$ cat config.mk
export PLATFORM = sky130hd
export DESIGN_NAME = req_rsp_responder
export DESIGN_NICKNAME = d
export VERILOG_FILES = /design/src/rtl/req_rsp_responder.sv
export SDC_FILE = /design/constraint.sdc
export NUM_CORES = 1
export LEC_CHECK = 0
export CORE_AREA = 2 2 104 131
export CTS_BUF_LIST = sky130_fd_sc_hd__clkbuf_8
export CTS_CLUSTER_DIAMETER = 100
export CTS_CLUSTER_SIZE = 10
export DETAILED_ROUTE_END_ITERATION = 10
export DIE_AREA = 0 0 106 133
export PLACE_DENSITY = 0.56
export SYNTH_ARGS = -nofsm -noshare
export SYNTH_HDL_FRONTEND = slang
export SYNTH_SLANG_ARGS = --single-unit
$ cat constraint.sdc
create_clock -name clk -period 4.5 [get_ports clk]
set_input_delay 1.125 -clock clk [delete_from_list [all_inputs] [get_ports clk]]
set_output_delay 1.125 -clock clk [all_outputs]
set_load 0.02 [all_outputs]
$ cat src/rtl/req_rsp_responder.sv
// Fixed-latency responder: each accepted request reappears as a registered
// response exactly L edges later, fully pipelined, with flush and config checks.
module req_rsp_responder #(
  parameter int MAX_LAT = 8,
  parameter int DW      = 8,
  parameter int CW      = $clog2(MAX_LAT + 1)
) (
  input  logic          clk,
  input  logic          rst_n,
  input  logic [CW-1:0] lat_cfg,
  input  logic          req,
  input  logic [DW-1:0] req_data,
  input  logic          flush,
  output logic          rsp,
  output logic [DW-1:0] rsp_data,
  output logic [CW-1:0] outstanding,
  output logic          busy,
  output logic          cfg_err
);

  localparam logic [1:0] S_IDLE   = 2'd0;
  localparam logic [1:0] S_ACTIVE = 2'd1;
  localparam logic [1:0] S_FLUSH  = 2'd2;

  logic [1:0]    state_q, state_d;
  logic [CW-1:0] lat_q, lat_d;
  logic [CW-1:0] out_q, out_d;
  logic          cfg_err_q, cfg_err_d;
  logic          rsp_q, rsp_d;
  logic [DW-1:0] rsp_data_q, rsp_data_d;
  logic [MAX_LAT-1:0] vld_q, vld_d;
  logic [DW-1:0] dat_q [MAX_LAT];
  logic [DW-1:0] dat_d [MAX_LAT];

  logic          lat_bad;
  logic [CW-1:0] lat_clamped;
  logic [CW-1:0] lat_eff;
  logic          accept;
  logic          direct;

  assign lat_bad     = (lat_cfg == '0) || (lat_cfg > CW'(MAX_LAT));
  assign lat_clamped = (lat_cfg == '0) ? CW'(1) :
                       (lat_cfg > CW'(MAX_LAT)) ? CW'(MAX_LAT) : lat_cfg;
  // Latency is only re-sampled when nothing is in flight, so all slots share one L.
  assign lat_eff     = (out_q == '0) ? lat_clamped : lat_q;
  assign accept      = req && !flush && (state_q != S_FLUSH);
  assign direct      = accept && (lat_eff == CW'(1));

  // Slot k holds a request that reaches the response register in k+1 edges.
  genvar gi;
  generate
    for (gi = 0; gi < MAX_LAT; gi++) begin : g_slot
      logic ins;
      assign ins = accept && (32'(lat_eff) == gi + 2);
      if (gi == MAX_LAT - 1) begin : g_top
        assign vld_d[gi] = !flush && ins;
        assign dat_d[gi] = ins ? req_data : '0;
      end else begin : g_mid
        assign vld_d[gi] = !flush && (ins || vld_q[gi+1]);
        assign dat_d[gi] = ins ? req_data : dat_q[gi+1];
      end
    end
  endgenerate

  always_comb begin
    rsp_d      = !flush && (direct || vld_q[0]);
    rsp_data_d = rsp_data_q;
    if (rsp_d) rsp_data_d = direct ? req_data : dat_q[0];

    out_d = flush ? '0 : (out_q + CW'(accept) - CW'(rsp_q));
    lat_d = (out_q == '0) ? lat_clamped : lat_q;

    cfg_err_d = cfg_err_q;
    if (flush) begin
      cfg_err_d = 1'b0;
    end else begin
      if ((state_q == S_IDLE) && lat_bad) cfg_err_d = 1'b1;
      if ((out_q != '0) && (lat_cfg != lat_q)) cfg_err_d = 1'b1;
    end

    state_d = state_q;
    case (state_q)
      S_IDLE: begin
        if (flush)    state_d = S_FLUSH;
        else if (req) state_d = S_ACTIVE;
      end
      S_ACTIVE: begin
        if (flush)              state_d = S_FLUSH;
        else if (out_d == '0)   state_d = S_IDLE;
      end
      S_FLUSH: state_d = flush ? S_FLUSH : S_IDLE;
      default: state_d = S_IDLE;
    endcase
  end

  always_ff @(posedge clk or negedge rst_n) begin
    if (!rst_n) begin
      state_q    <= S_IDLE;
      lat_q      <= CW'(1);
      out_q      <= '0;
      cfg_err_q  <= 1'b0;
      rsp_q      <= 1'b0;
      rsp_data_q <= '0;
      vld_q      <= '0;
    end else begin
      state_q    <= state_d;
      lat_q      <= lat_d;
      out_q      <= out_d;
      cfg_err_q  <= cfg_err_d;
      rsp_q      <= rsp_d;
      rsp_data_q <= rsp_data_d;
      vld_q      <= vld_d;
    end
  end

  // Payloads are qualified by vld_q, so they need no reset.
  always_ff @(posedge clk) begin
    dat_q <= dat_d;
  end

  assign rsp         = rsp_q;
  assign rsp_data    = rsp_data_q;
  assign outstanding = out_q;
  assign busy        = (state_q != S_IDLE);
  assign cfg_err     = cfg_err_q;

endmodule

# Yosys cells after proc, flatten, opt, wreduce, memory -nomap -nowiden
# Cells that the tools add are included.
# Widths: inputs -> output; s select.
dict set report classes {
  n_addsub 2
  magnitude_cmp 1
  n_eq_ne 15
  mux 21
  reduce_logical 40
}
# operator count
set ops {}
lappend ops {{$mux 8} 8}
lappend ops {{$logic_and 1x1->1} 22}
lappend ops {{$eq 4x3->1 const B} 4}
lappend ops {{$mux 4} 4}
lappend ops {{$logic_not 4->1} 3}
lappend ops {{$mux 2} 5}
lappend ops {{$logic_or 1x1->1} 9}
lappend ops {{$eq 4x2->1 const B} 2}
lappend ops {{$eq 4x4->1 const B} 2}
lappend ops {{$ne 3x3->1 const B} 2}
lappend ops {{$pmux 2 s3} 1}
lappend ops {{$add 4x1->4} 1}
lappend ops {{$eq 4x1->1 const B} 1}
lappend ops {{$gt 4x4->1 const B} 1}
lappend ops {{$ne 4x4->1} 1}
lappend ops {{$reduce_bool 4->1} 1}
lappend ops {{$sub 4x1->4} 1}
lappend ops {{$mux 1} 3}
lappend ops {{$reduce_bool 3->1} 1}
lappend ops {{$eq 2x1->1 const B} 1}
lappend ops {{$eq 2x2->1 const B} 1}
lappend ops {{$logic_not 2->1} 1}
lappend ops {{$ne 2x2->1 const B} 1}
lappend ops {{$reduce_and 2->1} 1}
lappend ops {{other kinds (2)} 2}
dict set report totals {
  register_bits 92
  in_bits 16
  out_inout_bits 15
  wordCells 94
}

# Depth between registers and ports, before layout
dict set report logic_depth {
  word_depth 10
  depth_mapped 14
}

# Worst setup path before layout
# OpenSTA, ideal clock, no wires.
dict set report synth_path {
  kind {input port to flip-flop}
  startpoint {input flush}
  endpoint {register state_q[1]}
  setup_ns 0.120
  t_arrival_ns 3.731
  slack_ns 0.648
  path_stages 13
  path_buffers 2
  cell_sequence {clkbuf_1 nor2_1 and2_0 inv_2 clkbuf_1 ha_1 inv_1 ha_1 fa_1 o21bai_1 o21ai_0 or3_1 a31o_2}
}
dict set report synth_between {
  elab_chain_cells 9
  elab_cells_between_ends 14
}
# item line_no
set synth_lines {}
lappend synth_lines {{start: declaration} 13} ;# input logic flush,
lappend synth_lines {{$logic_not 1->1} 46} ;# assign accept = req && !flush && (state_q != S_FLUSH);
lappend synth_lines {{$logic_and 1x1->1 (2 in series)} 46}
lappend synth_lines {{$add 4x1->4} 70} ;# out_d = flush ? '0 : (out_q + CW'(accept) - CW'(rsp_q));
lappend synth_lines {{$sub 4x1->4} 70}
lappend synth_lines {{$mux 4} 70}
lappend synth_lines {{$logic_not 4->1} 89} ;# else if (out_d == '0) state_d = S_IDLE;
lappend synth_lines {{$ne 3x3->1 (no source line)} -}
lappend synth_lines {{$reduce_and 2->1 (no source line)} -}
lappend synth_lines {{end signal: assignment} 106} ;# state_q <= state_d;
lappend synth_lines {{end: declaration} 25} ;# logic [1:0] state_q, state_d;
# Parallel ways exist; a longest one is shown, timed or not.
# A chain may end at the register's enable or synchronous reset.

# Worst setup path after layout
dict set report layout_path {
  startpoint {input req}
  endpoint {register state_q[1]}
}
dict set report layout_between {
  elab_chain_cells 8
  elab_cells_between_ends 9
}
# item line_no
set layout_lines {}
lappend layout_lines {{start: declaration} 11} ;# input logic req,
lappend layout_lines {{$logic_and 1x1->1 (2 in series)} 46}
lappend layout_lines {{$add 4x1->4} 70}
lappend layout_lines {{$sub 4x1->4} 70}
lappend layout_lines {{$mux 4} 70}
lappend layout_lines {{$logic_not 4->1} 89}
lappend layout_lines {{$ne 3x3->1 (no source line)} -}
lappend layout_lines {{$reduce_and 2->1 (no source line) *} -}
# Every way passes the cells marked *; elsewhere a longest branch is shown, timed or not.

==> impl_metrics.env <==
export IMPL_rows=47
export IMPL_yosys_cell_types_count=53
export IMPL_htree_levels=3
export IMPL_p_leak_nw=1.85
export IMPL_ys_seq_area_share_pct=52.3
export IMPL_end_kind="register"
export IMPL_min_path_cells=1
export IMPL_synthCells=299
export IMPL_ctsLongestPathBuffers=2
export IMPL_ff2ff_path_depth=13
export IMPL_crit_type="input pin to register"
export IMPL_coreArea_um2=13000
export IMPL_vias=2290
export IMPL_syn_avg_cell_area_um2=12.7
export IMPL_max_freq_mhz=262
export IMPL_hold_path_class="register to register"
export IMPL_fin_util_pct=34.3
export IMPL_tritoncts="built"
export IMPL_path_clk_slew_ps=90
export IMPL_io_pins=31
export IMPL_cp_start_kind="input pin"
export IMPL_via_per_inst=4.51
export IMPL_rsz0062_at_grt="no"
export IMPL_finalSetupTns_ps=0
export IMPL_finalWorstSetupSlack_ps=683
export IMPL_die_w_um=106
export IMPL_synth_area_um2=3790
export IMPL_gp_congestion=0.789
export IMPL_synth_seq_cells=92
export IMPL_post_route_min_period_ps=3820
export IMPL_dp_cells=492
export IMPL_syn_nets=325
export IMPL_ant_nets=0
export IMPL_initial_core_util_pct=29.2
export IMPL_design_area_um2=4460
export IMPL_drt_initial_drc_count=56
export IMPL_grt_antenna_before_repair=0
export IMPL_synth_flop_cell="dfxtp_1"
export IMPL_total_power_mw=2.42
export IMPL_firstDrtPassIters=4
export IMPL_path_max_fanout=16
export IMPL_place_hpwl_um=4770
export IMPL_instances_no_fill=508
export IMPL_postCtsSetupRepairBufs=0
export IMPL_holdBufCountCts=0
export IMPL_grt_usage_pct=10.1
export IMPL_nNetsFinal=358
export IMPL_cp_required_ps=4740
export IMPL_cts_sinks=92
export IMPL_cts_root_buffer="clkbuf_8"
export IMPL_placed_cell_area_um2=4270
export IMPL_synth_edf_count=0
export IMPL_grt_overflow=0
export IMPL_wirelength_um=6550
export IMPL_num_antenna_cells=0
export IMPL_pre_cts_ws_ps=342
export IMPL_drc_errors=0
export IMPL_status="complete, no violations"
export IMPL_fin_worst_skew_ps=17.7
export IMPL_area_growth_pct=17.6
export IMPL_async_flop_share_pct=30.4
export IMPL_die_area_um2=14100
export IMPL_yosysWarnings=0
export IMPL_setup_viol=0
export IMPL_hold_viol=0
export IMPL_maxSlewHeadroom_pct=51.2
export IMPL_tightest_slew_ps=718
export IMPL_worst_ep_arrival_time_ps=4060
export IMPL_drive_above_1_share_pct=32.3
export IMPL_cts_buffers=9
export IMPL_fp_dieH_um=133
export IMPL_grt_pass1_vias=2316
export IMPL_timing_hold_ws_ps=454
export IMPL_grt_max_degree=36
export IMPL_clk_latency_ps=360
export IMPL_power_density_nw_per_um2=542
export IMPL_grt_first_pass_wirelength_um=11400
export IMPL_wl_per_cell_um=12.9
export IMPL_finalMaxSlewViolations=0
export IMPL_cts_resized=0
export IMPL_ir_drop_mv=0.150
export IMPL_maxCapViolations=0
export IMPL_fin_crit_sh_pct=84.8
export IMPL_port_buffer_count=30
==> worst max-delay path, cell delays in order <==
cell	delay [ps]
clkdlybuf4s50_1	550
and2_0	280
inv_2	220
ha_1	330
inv_1	40
ha_1	190
fa_1	380
xnor2_1	240
o21ai_0	130
or3_1	340
a31o_2	240
==> cells in the final DEF, fill, tap and decap left out, drive strengths merged, types with 5 or more instances in the layout <==
| cell type | Yosys | final |
|---|---|---|
| or2 | 8 | 8 |
| o211ai | 9 | 9 |
| o221a | 8 | 8 |
| mux2i | 5 | 5 |
| clkbuf | 8 | 10 |
| a21oi | 5 | 5 |
| o21ba | 5 | 5 |
| nor2b | 6 | 6 |
| ha | 9 | 9 |
| dfrtp | 27 | 27 |
| xnor2 | 5 | 5 |
| mux2 | 56 | 56 |
| and2 | 9 | 9 |
| dfxtp | 64 | 64 |
| inv | 17 | 20 |
| nor2 | 14 | 14 |
| clkdlybuf4s50 | 0 | 30 |
==> sequential cells by signal (all words and copies together), names as in the netlist <==
register,flops
cfg_err,1
vld_q,8
state_q,2
lat_q,4
dat_q,64
rsp,1
outstanding,4
rsp_data,8
==> routing by layer <==
metal	GRT usage, %	wire length [um]
met5	0	0
met1	12.1	2920
met4	4.39	123
met2	17.2	3350
met3	2.36	156
==> cell families (layout without fill, tap and decap cells) <==
logic type	count (synthesis)	count (layout)	share of synthesized area [%]
AOI/OAI and AO/OA	42	42	9.57
xor gates and xnor gates	6	6	1.39
adders and majority gates	10	10	3.50
DFF	92	92	52.3
and+or+nand+nor	60	60	11.3
buffers and inverters	28	66	3.10
muxes	61	61	18.8
==> report_power, final <==
group          internal, mW  switching [mW]  total [mW]
registers             0.994          0.0942        1.09
clock network         0.221           0.291       0.512
logic                 0.408           0.409       0.817
==> layout make-up <==
| cell class | count | area, um^2 |
|---|---|---|
| Fill cell | 1261 | 8540 |
| Clock buffer | 10 | 138 |
| Clock inverter | 6 | 46.3 |
| Timing Repair Buffer | 33 | 323 |
| Inverter | 17 | 63.8 |
| Sequential cell | 92 | 1980 |
| Tap cell | 171 | 214 |
| Multi-Input combinational cell | 179 | 1690 |
==> cell usage after synthesis, types with 6 or more instances <==
library cell / instances / share of area, %
or2_2: 8 / 1.3
mux2_4: 8 / 3.2
o211ai_1: 9 / 1.8
dfrtp_1: 27 / 18
dfxtp_1: 64 / 34
nor2b_1: 6 / 0.99
ha_1: 9 / 3.0
nor2_1: 14 / 1.4
clkbuf_1: 8 / 0.79
mux2_2: 48 / 14
o221a_2: 8 / 2.4
and2_1: 8 / 1.3
inv_1: 15 / 1.5
==> final timing paths <==
check | from | endpoint | slack [ps]
max | req | state_q[1] | 680
min | dat_q[23] | dat_q[31] | 450
max reg2reg | state_q[0] | state_q[1] | 1190
min reg2reg | dat_q[23] | dat_q[31] | 450
max in group asynchronous | rst_n | lat_q[0] | 3030
min in group asynchronous | rst_n | lat_q[2] | 1150
Power figures use the tool's default switching activity.
